--- src/rtl/up_counter_pkg.sv ---
// up_counter_pkg
//   Shared definitions for the mod-N up counter: state width, state type
//   and the state encoding (also visible on the debug state output).
package up_counter_pkg;

  localparam int STATE_W = 2;

  typedef logic [STATE_W-1:0] state_t;

  localparam state_t ST_IDLE  = 2'd0;
  localparam state_t ST_RUN   = 2'd1;
  localparam state_t ST_PAUSE = 2'd2;
  localparam state_t ST_DONE  = 2'd3;

endpackage

--- src/rtl/up_counter_if.sv ---
// up_counter_if
//   Control/status bundle of the up counter. The clock and reset are plain
//   ports on the counter itself and are not part of this bundle.
//   master : the controller side (drives tick/en/clr/load/max/oneshot).
//   slave  : the counter side (drives q/tc/ovf/state).
//   Signals
//     up_cnt_tick_in   divided clock output, used only as an enable
//     up_cnt_en        1 = count ticks, 0 = pause
//     up_cnt_clr       synchronous clear of count and flags
//     up_cnt_load      load up_cnt_load_val this cycle
//     up_cnt_load_val  value to load (saturated to up_cnt_max)
//     up_cnt_max       terminal value, modulus is max+1
//     up_cnt_oneshot   1 = stop at max, 0 = wrap
//     up_cnt_q         current count
//     up_cnt_tc        one-cycle terminal-count pulse
//     up_cnt_ovf       sticky wrap flag
//     up_cnt_state     FSM state for debug
interface up_counter_if #(
  parameter int WIDTH = 8
);
  import up_counter_pkg::*;

  logic             up_cnt_tick_in;
  logic             up_cnt_en;
  logic             up_cnt_clr;
  logic             up_cnt_load;
  logic [WIDTH-1:0] up_cnt_load_val;
  logic [WIDTH-1:0] up_cnt_max;
  logic             up_cnt_oneshot;
  logic [WIDTH-1:0] up_cnt_q;
  logic             up_cnt_tc;
  logic             up_cnt_ovf;
  state_t           up_cnt_state;

  modport master (
    output up_cnt_tick_in, up_cnt_en, up_cnt_clr, up_cnt_load,
           up_cnt_load_val, up_cnt_max, up_cnt_oneshot,
    input  up_cnt_q, up_cnt_tc, up_cnt_ovf, up_cnt_state
  );

  modport slave (
    input  up_cnt_tick_in, up_cnt_en, up_cnt_clr, up_cnt_load,
           up_cnt_load_val, up_cnt_max, up_cnt_oneshot,
    output up_cnt_q, up_cnt_tc, up_cnt_ovf, up_cnt_state
  );

endinterface

--- src/rtl/up_counter_rise_det.sv ---
// rise_det
//   One-bit rising-edge detector for a signal already synchronous to clk_i.
//   Produces a single-cycle pulse on each 0->1 transition of in_i; a level
//   held high gives no further pulses. Also used for the board push-buttons.
//   Ports
//     clk_i    clock
//     rst_i    synchronous active-high reset
//     in_i     level input
//     pulse_o  one-cycle pulse, combinational from in_i and the delayed copy
module rise_det (
  input  logic clk_i,
  input  logic rst_i,
  input  logic in_i,
  output logic pulse_o
);

  logic in_q;

  always_ff @(posedge clk_i) begin
    if (rst_i) in_q <= 1'b0;
    else       in_q <= in_i;
  end

  assign pulse_o = in_i & ~in_q;

endmodule

--- src/rtl/up_counter.sv ---
// up_counter
//   Mod-(max+1) up counter in the fsys domain. Each rising edge of the
//   divided clock (bus.up_cnt_tick_in) is one count tick; it is used as an
//   enable only. Supports run/pause, clear, saturating load, free-run or
//   one-shot, a terminal-count pulse and a sticky wrap flag.
//   Ports
//     fsys        system clock
//     up_cnt_rst  synchronous active-high reset, overrides everything
//     bus         up_counter_if slave modport (controls in, status out)
//
//   state | meaning
//   IDLE  | out of reset or cleared with en=0; count holds
//   RUN   | counting ticks
//   PAUSE | en dropped while running; count holds, ticks ignored
//   DONE  | one-shot reached max; holds until clr, load or reset
module up_counter
  import up_counter_pkg::*;
#(
  parameter int WIDTH = 8
) (
  input  logic        fsys,
  input  logic        up_cnt_rst,
  up_counter_if.slave bus
);

  logic             tick;
  state_t           state_q, state_d;
  logic [WIDTH-1:0] q_q, q_d;
  logic             tc_q, tc_d;
  logic             ovf_q, ovf_d;
  logic [WIDTH-1:0] load_sat;

  rise_det u_tick_det (
    .clk_i   (fsys),
    .rst_i   (up_cnt_rst),
    .in_i    (bus.up_cnt_tick_in),
    .pulse_o (tick)
  );

  // A load never places q above the terminal value.
  assign load_sat = (bus.up_cnt_load_val > bus.up_cnt_max) ? bus.up_cnt_max
                                                            : bus.up_cnt_load_val;

  always_ff @(posedge fsys) begin
    if (up_cnt_rst) begin
      state_q <= ST_IDLE;
      q_q     <= '0;
      tc_q    <= 1'b0;
      ovf_q   <= 1'b0;
    end else begin
      state_q <= state_d;
      q_q     <= q_d;
      tc_q    <= tc_d;
      ovf_q   <= ovf_d;
    end
  end

  always_comb begin
    state_d = state_q;
    if (bus.up_cnt_clr) begin
      state_d = bus.up_cnt_en ? ST_RUN : ST_IDLE;
    end else if (bus.up_cnt_load) begin
      if (state_q == ST_DONE && bus.up_cnt_en) state_d = ST_RUN;
    end else begin
      unique case (state_q)
        ST_IDLE:  if (bus.up_cnt_en) state_d = ST_RUN;
        ST_RUN: begin
          if (!bus.up_cnt_en)
            state_d = ST_PAUSE;
          // q >= max also covers the case where max was lowered below q.
          else if (tick && bus.up_cnt_oneshot && q_q >= bus.up_cnt_max)
            state_d = ST_DONE;
        end
        ST_PAUSE: if (bus.up_cnt_en) state_d = ST_RUN;
        ST_DONE:  state_d = ST_DONE;
        default:  state_d = ST_IDLE;
      endcase
    end
  end

  always_comb begin
    q_d   = q_q;
    tc_d  = 1'b0;
    ovf_d = ovf_q;
    if (bus.up_cnt_clr) begin
      q_d   = '0;
      ovf_d = 1'b0;
    end else if (bus.up_cnt_load) begin
      q_d = load_sat;
    end else if (state_q == ST_RUN && bus.up_cnt_en && tick) begin
      if (q_q < bus.up_cnt_max) begin
        q_d = q_q + 1'b1;
      end else if (q_q == bus.up_cnt_max) begin
        tc_d = 1'b1;
        if (!bus.up_cnt_oneshot) begin
          q_d   = '0;
          ovf_d = 1'b1;
        end
      end else begin
        // max was lowered below q: no terminal-count pulse on this tick.
        if (bus.up_cnt_oneshot) begin
          q_d = bus.up_cnt_max;
        end else begin
          q_d   = '0;
          ovf_d = 1'b1;
        end
      end
    end
  end

  assign bus.up_cnt_q     = q_q;
  assign bus.up_cnt_tc    = tc_q;
  assign bus.up_cnt_ovf   = ovf_q;
  assign bus.up_cnt_state = state_q;

endmodule

--- src/flat_wrapper.sv ---
// flat-port wrapper written by rule: the top's interface ports become plain ports
module up_counter_flat import up_counter_pkg::*;
#(
  parameter int WIDTH = 8
)
  (fsys, up_cnt_rst, bus_up_cnt_tick_in, bus_up_cnt_en, bus_up_cnt_clr, bus_up_cnt_load, bus_up_cnt_load_val, bus_up_cnt_max, bus_up_cnt_oneshot, bus_up_cnt_q, bus_up_cnt_tc, bus_up_cnt_ovf, bus_up_cnt_state);
  up_counter_if #(.WIDTH(WIDTH)) bus_i ();
  input  logic fsys;
  input  logic up_cnt_rst;
  input wire logic [$bits(bus_i.up_cnt_tick_in)-1:0] bus_up_cnt_tick_in;
  input wire logic [$bits(bus_i.up_cnt_en)-1:0] bus_up_cnt_en;
  input wire logic [$bits(bus_i.up_cnt_clr)-1:0] bus_up_cnt_clr;
  input wire logic [$bits(bus_i.up_cnt_load)-1:0] bus_up_cnt_load;
  input wire logic [$bits(bus_i.up_cnt_load_val)-1:0] bus_up_cnt_load_val;
  input wire logic [$bits(bus_i.up_cnt_max)-1:0] bus_up_cnt_max;
  input wire logic [$bits(bus_i.up_cnt_oneshot)-1:0] bus_up_cnt_oneshot;
  output wire logic [$bits(bus_i.up_cnt_q)-1:0] bus_up_cnt_q;
  output wire logic [$bits(bus_i.up_cnt_tc)-1:0] bus_up_cnt_tc;
  output wire logic [$bits(bus_i.up_cnt_ovf)-1:0] bus_up_cnt_ovf;
  output wire logic [$bits(bus_i.up_cnt_state)-1:0] bus_up_cnt_state;
  assign bus_i.up_cnt_tick_in = bus_up_cnt_tick_in;
  assign bus_i.up_cnt_en = bus_up_cnt_en;
  assign bus_i.up_cnt_clr = bus_up_cnt_clr;
  assign bus_i.up_cnt_load = bus_up_cnt_load;
  assign bus_i.up_cnt_load_val = bus_up_cnt_load_val;
  assign bus_i.up_cnt_max = bus_up_cnt_max;
  assign bus_i.up_cnt_oneshot = bus_up_cnt_oneshot;
  assign bus_up_cnt_q = bus_i.up_cnt_q;
  assign bus_up_cnt_tc = bus_i.up_cnt_tc;
  assign bus_up_cnt_ovf = bus_i.up_cnt_ovf;
  assign bus_up_cnt_state = bus_i.up_cnt_state;
  up_counter #(.WIDTH(WIDTH)) u_core (.fsys(fsys), .up_cnt_rst(up_cnt_rst), .bus(bus_i));
endmodule
--- config.mk ---
export PLATFORM = sky130hd
export DESIGN_NAME = up_counter_flat
export DESIGN_NICKNAME = d
export VERILOG_FILES = /design/src/rtl/up_counter_pkg.sv /design/src/rtl/up_counter_if.sv /design/src/rtl/up_counter_rise_det.sv /design/src/rtl/up_counter.sv /design/src/flat_wrapper.sv
export SDC_FILE = /design/constraint.sdc
export NUM_CORES = 1
export LEC_CHECK = 0
export ABC_CLOCK_PERIOD_IN_PS = 2500
export CORE_MARGIN = 2
export CORE_UTILIZATION = 49
export DETAILED_ROUTE_END_ITERATION = 8
export PLACE_DENSITY = 0.8
export SYNTH_ARGS = -nofsm -noshare
export SYNTH_HDL_FRONTEND = slang
export SYNTH_HIERARCHICAL = 1
export SYNTH_SLANG_ARGS = --single-unit
--- constraint.sdc ---
create_clock -name fsys -period 2.5 [get_ports fsys]
set_input_delay 0.5 -clock fsys [delete_from_list [all_inputs] [get_ports fsys]]
set_output_delay 0.5 -clock fsys [all_outputs]
set_load 0.01 [all_outputs]
==> results of run 1 <==
Yosys cell counts:
master	number
nor3_1	2
nor2_1	10
a21bo_4	1
buf_4	1
a311oi_2	1
nor3_2	1
mux2i_1	8
or3_1	1
o22ai_1	4
buf_6	1
nand2_1	8
nand2b_1	1
inv_1	11
o211ai_2	4
o211ai_1	2
nor2b_1	2
dfxtp_1	13
nor4b_1	1
xor2_1	4
a211oi_1	1
and4_1	2
o22ai_2	1
o2bb2ai_1	1
nand4_1	2
or2_1	1
nand3_1	15
buf_2	2
nand2_2	1
o21a_1	2
a21oi_1	9
mux2_4	3
and2_4	1
nand3b_1	1
o21ai_0	8
nand4b_1	1
a221oi_1	5
nor3b_1	2
o31ai_2	1
nor2b_4	2
ha_1	17
xnor2_1	2
and3_1	5
area by class of cell:
cell class	count	area, µm²
multi-input combinational	133	1060
fill	204	759
sequential	13	260
clock buffer	4	26.3
tap	31	38.8
timing repair buffer	57	526
inverter	11	41.3
routing by layer:
| metal | wire (µm) | vias to the layer above | GRT usage [%] |
|---|---|---|---|
| li1 | - | 727 | - |
| met1 | 1670 | 724 | 29.3 |
| met2 | 2070 | 74 | 48.3 |
| met3 | 238 | 17 | 5.76 |
| met4 | 162 | 0 | 8.31 |
| met5 | 0 | - | 0 |
per-stage QoR:
stage / std cells / TNS [ns]
after CTS: 249 / 0
after global routing: 249 / -0.0313
after floorplan: 161 / 0
after detailed placement: 245 / -2.01
final: 249 / 0
after global placement: 245 / -0.954
registers in the layout, indices dropped and copies added (netlist names):
name	cells
u_core/bus.up_cnt_ovf	1
u_core/bus.up_cnt_q	8
u_core/u_tick_det/in_q	1
u_core/bus.up_cnt_tc	1
u_core/bus.up_cnt_state	2
cells by family after synthesis:
logic type	share of synthesized area, %
XOR/XNOR	3.85
adder cells (fa/ha/maj)	15.6
flip-flops	19.1
AND/OR/NAND/NOR	24.7
buffers and inverters	5.13
AO/OA/AOI/OAI	22.5
multiplexers	9.17
where the power goes:
part	switching [mW]	internal, mW	leakage [nW]	total, mW
clock network	0.0757	0.0620	0.0150	0.138
logic	0.116	0.139	0.742	0.255
registers	0.0159	0.217	0.106	0.232
path summary, 6_finish.rpt:
kind / startpoint / end / slack [ns] / cells after the start
worst min register to register: u_core/bus.up_cnt_ovf / u_core/bus.up_cnt_ovf / 0.48 / 1
worst max-delay path: bus_up_cnt_max[7] / u_core/bus.up_cnt_q[3] / 0.06 / 10
worst max register to register: u_core/bus.up_cnt_q[0] / u_core/bus.up_cnt_q[6] / 0.37 / 8
worst min-delay path: u_core/bus.up_cnt_ovf / u_core/bus.up_cnt_ovf / 0.48 / 1
==> impl_metrics.json, run 1 <==
{
  "postCtsHoldBufs": 0,
  "hpwl_mm": 3.34,
  "clock_latency_ns": 0.28,
  "netlist_instances": 161,
  "fin_area_um2": 1950,
  "post-place-ws_ns": -0.281,
  "arrival_ns": 2.60,
  "grt_max_degree": 10,
  "dieHeight_um": 56.8,
  "io_pins": 35,
  "crit_type": "input port to flip-flop",
  "grt_overflow_total": 0,
  "hold_viol": 0,
  "fin_crit_sh_pct": 97.5,
  "finalSetupViolations": 0,
  "grtUsageTotal_pct": 26.1,
  "tightest_slew_ns": 0.445,
  "cts.path.max_buffers": 2,
  "setup.worst_path.end_class": "flip-flop",
  "postCtsSetupBuffers": 0,
  "post-route-drc-count": 0,
  "leakagePower_nw": 0.863,
  "antenna-diode-count": 0,
  "status": "complete, no violations",
  "path_clk_slew_ns": 0.09,
  "syn_nets": 201,
  "nets": 259,
  "max_slew_margin_pct": 70.0,
  "cts_inserted_buffers": 3,
  "ys_top_cells_by_area": "dfxtp_1 (19%), ha_1 (16%), mux2i_1 (5.9%), nand3_1 (5.5%), o211ai_2 (3.7%)",
  "min_period_ns": 2.44,
  "routedWlPerCell_um": 16.6,
  "dpl_cell_area_um2": 1900,
  "max_clock_freq_mhz": 410,
  "crit_path_max_incr_delay_ns": 0.48,
  "htree_levels": 1,
  "row_count": 19,
  "antenna_found_initial": 0,
  "synth_top_area_share_pct": 19.1,
  "synth_area_per_cell_um2": 8.48,
  "whs_ns": 0.478,
  "synth_seq_cells": 13,
  "powerDensity_nw_per_um2": 321,
  "cts_tree": "yes",
  "syn_to_final_growth_pct": 42.9,
  "cp_top_family": "buffers and inverters",
  "cts-root-buf": "clkbuf_4",
  "io_buffers": 34,
  "hold_path.class": "flip-flop to flip-flop",
  "drt_wl_total_mm": 4.14,
  "crit_chain": "clkdlybuf4s50_1 -> inv_1 -> buf_4 -> ha_1 -> a21oi_1 -> o21ai_0 -> o22ai_2 -> buf_12 -> mux2i_1 -> o22ai_1",
  "setup_slack_ns": 0.0614,
  "crit_slowest_cell": "clkdlybuf4s50_1",
  "finalMaxSlewViolations": 0,
  "drive_gt1_share_pct": 21.1,
  "coreArea_um2": 2710,
  "vias_per_cell": 6.19,
  "grt_pass1_wl_mm": 6.64,
  "die_w_um": 56.8,
  "initial_utilization_pct": 50.4,
  "fin_total_pwr_mw": 0.625,
  "drt_iter0_markers": 73,
  "ys_seq_area_share_pct": 19.1,
  "via_count": 1542,
  "path_buf_inv": 4,
  "final_util_pct": 72.0,
  "cts_sinks": 13,
  "yosys_warnings": 6,
  "cap_viol_max_count": 0,
  "path_max_fanout": 7,
  "layout_commonest_cell": "clkdlybuf4s50_1",
  "mostFrequentLayoutCells": "clkdlybuf4s50_1 (34), buf_4 (22), ha_1 (17)",
  "die-area_um2": 3220,
  "grt_pass1_vias": 1544,
  "fin_skew_ns": 0.000835,
  "required_ns": 2.66,
  "ys_types": 42,
  "synth.largest_area_cell": "dfxtp_1",
  "globalplace.congestion": 0.925,
  "first_pass_iters": 4,
  "ir_worst_vdd_v": 0.000381,
  "cts_resized": 0,
  "cp-start-kind": "input port",
  "syn-cell-area_um2": 1370,
  "ant_nets": 0
}
(Power assumes the default switching activity.)
==> inputs of run 2 (changes only) <==
--- a/config.mk
+++ b/config.mk
@@ -7,9 +7,11 @@
 export LEC_CHECK = 0
 export ABC_CLOCK_PERIOD_IN_PS = 2500
 export CORE_MARGIN = 2
-export CORE_UTILIZATION = 49
+export CORE_UTILIZATION = 51
+export CTS_BUF_LIST = sky130_fd_sc_hd__clkbuf_4
+export CTS_CLUSTER_DIAMETER = 60
 export DETAILED_ROUTE_END_ITERATION = 8
-export PLACE_DENSITY = 0.8
+export PLACE_DENSITY = 0.83
 export SYNTH_ARGS = -nofsm -noshare
 export SYNTH_HDL_FRONTEND = slang
 export SYNTH_HIERARCHICAL = 1
==> impl_metrics.json, run 2 (synthesis results as in run 1) <==
{
  "grt_overflow_total": 0,
  "largest_reg_flops": 8,
  "post-place-ws_ns": -0.229,
  "row_count": 18,
  "cts_inserted_buffers": 3,
  "pwr-share-comb_pct": 40.1,
  "status": "complete, no violations",
  "antenna_found_initial": 0,
  "vias_per_cell": 6.08,
  "min_from": "u_core/bus.up_cnt_ovf",
  "required_ns": 2.66,
  "ir_worst_vdd_v": 0.000310,
  "pwr-share-clk_pct": 23.3,
  "layout_commonest_cell": "clkdlybuf4s50_1",
  "rsz0062_at_grt": "false",
  "cts_sinks": 13,
  "arrival_ns": 2.59,
  "routedWlPerCell_um": 15.9,
  "p_int_mw": 0.430,
  "drt_iter0_markers": 65,
  "grt_max_degree": 10,
  "hpwl_mm": 3.16,
  "r2r-start": "u_core/bus.up_cnt_q[0]",
  "tightest_slew_ns": 0.341,
  "min_period_ns": 2.43,
  "holdPathStages": 1,
  "cp-start-kind": "input port",
  "io_pins": 35,
  "cap_viol_max_count": 0,
  "swShare_pct": 32.1,
  "max_slew_margin_pct": 77.2,
  "fin_crit_sh_pct": 97.0,
  "final.setup.tns_ns": 0,
  "ant_nets": 0,
  "power.switching_mw": 0.203,
  "setup.worst_path.end_class": "flip-flop",
  "final_util_pct": 78.2,
  "grt_pass1_vias": 1496,
  "n_fill_cell": 171,
  "syn_to_final_growth_pct": 43.2,
  "p_seq_share_pct": 36.5,
  "via_count": 1513,
  "cts_tree": "yes",
  "nets": 260,
  "drt_wl_total_mm": 3.96,
  "dieHeight_um": 55.7,
  "post-route-drc-count": 0,
  "drive_gt1_share_pct": 22.4,
  "path_max_fanout": 8,
  "hold_viol": 0,
  "hold_path.class": "flip-flop to flip-flop",
  "startpoint": "bus_up_cnt_max[5]",
  "min_to": "u_core/bus.up_cnt_ovf",
  "path_clk_slew_ns": 0.09,
  "initial_utilization_pct": 54.6,
  "crit_type": "input port to flip-flop",
  "cts.path.max_buffers": 2,
  "die-area_um2": 3110,
  "setup_slack_ns": 0.0743,
  "cts-root-buf": "clkbuf_4",
  "leakagePower_nw": 0.876,
  "globalplace.congestion": 0.843,
  "mostFrequentLayoutCells": "clkdlybuf4s50_1 (34), buf_4 (23), ha_1 (17)",
  "max_clock_freq_mhz": 412,
  "grt_pass1_wl_mm": 6.44,
  "finalMaxSlewViolations": 0,
  "powerDensity_nw_per_um2": 324,
  "grtUsageTotal_pct": 25.7,
  "regToRegSetupSlack_ns": 0.40,
  "io_buffers": 34,
  "antenna-diode-count": 0,
  "htree_levels": 1,
  "die_w_um": 55.7,
  "multi_input_area_um2": 1050,
  "final-seq-area_um2": 260,
  "worst_r2r_path_depth": 8,
  "finalSetupViolations": 0,
  "coreArea_um2": 2500,
  "timing.rr.end": "u_core/bus.up_cnt_q[4]",
  "clock_latency_ns": 0.28,
  "fin_skew_ns": 0.00518,
  "first_pass_iters": 4
}
[run 2: changes by cell type in the layout (fill, tap and decap cells not counted), sizes merged]
cell / delta
buf: +1
[run 2: cell type report]
class,instances,share of cell area (%)
tap,30,1.92
multi-input combinational,133,53.8
inverter,11,2.11
sequential,13,13.3
clock buffer,4,1.54
timing repair buffer,58,27.3
[run 2: how the worst max path moves through the flow]
stage | endpoint | slack [ns] | cells past startpoint
6_report | u_core/bus.up_cnt_q[4] | 0.07 | 9
5_1_grt | u_core/bus.up_cnt_q[4] | 0.02 | 9
4_1_cts | u_core/bus.up_cnt_q[3] | 0.02 | 9
3_5_place_dp | u_core/bus.up_cnt_q[3] | -0.23 | 9
3_3_place_gp | u_core/bus.up_cnt_q[5] | -0.12 | 10
2_1_floorplan | u_core/bus.up_cnt_q[2] | 0.43 | 9
[run 2: worst max-delay path, cell delays in order]
cell	delay, ns
clkdlybuf4s50_1	0.50
inv_1	0.07
ha_1	0.32
a21oi_2	0.18
o21a_1	0.18
a311oi_2	0.14
or2_4	0.31
a221oi_1	0.24
o22ai_1	0.13
[run 2: layer usage]
layer / wire, µm / track usage, % / share of wire [%] / vias to the layer above
met4: 76 / 5.92 / 1.9 / 0
met2: 2040 / 48.5 / 52 / 66
met1: 1570 / 28.9 / 40 / 715
met5: 0 / 0 / 0 / -
met3: 274 / 5.81 / 6.9 / 10
li1: - / - / - / 722
[run 2: power by group through the flow]
| stage | combinational [mW] | sequential [mW] | clock [mW] |
|---|---|---|---|
| final | 0.254 | 0.231 | 0.148 |
| after global routing | 0.273 | 0.233 | 0.161 |
| after CTS | 0.249 | 0.231 | 0.149 |
| after detailed placement | 0.247 | 0.236 | 0 |
| after global placement | 0.238 | 0.235 | 0 |
| after floorplan | 0.120 | 0.237 | 0 |
[run 2: per-stage QoR]
stage / cell area (µm²) / total power, mW / hold slack (ns) / instances
after floorplan: 1370 / 0.356 / 0.509 / 161
after global placement: 1910 / 0.472 / 0.450 / 245
after detailed placement: 1910 / 0.482 / 0.465 / 245
after CTS: 1940 / 0.628 / 0.485 / 249
after global routing: 1950 / 0.667 / 0.518 / 249
final: 1950 / 0.633 / 0.488 / 249
[run 2: timing repair]
item / in CTS / in global routing
hold buffers: 0 / 0
endpoints found under the setup margin: 0 / 9
buffers inserted: 0 / 0
resized for setup: 0 / 5
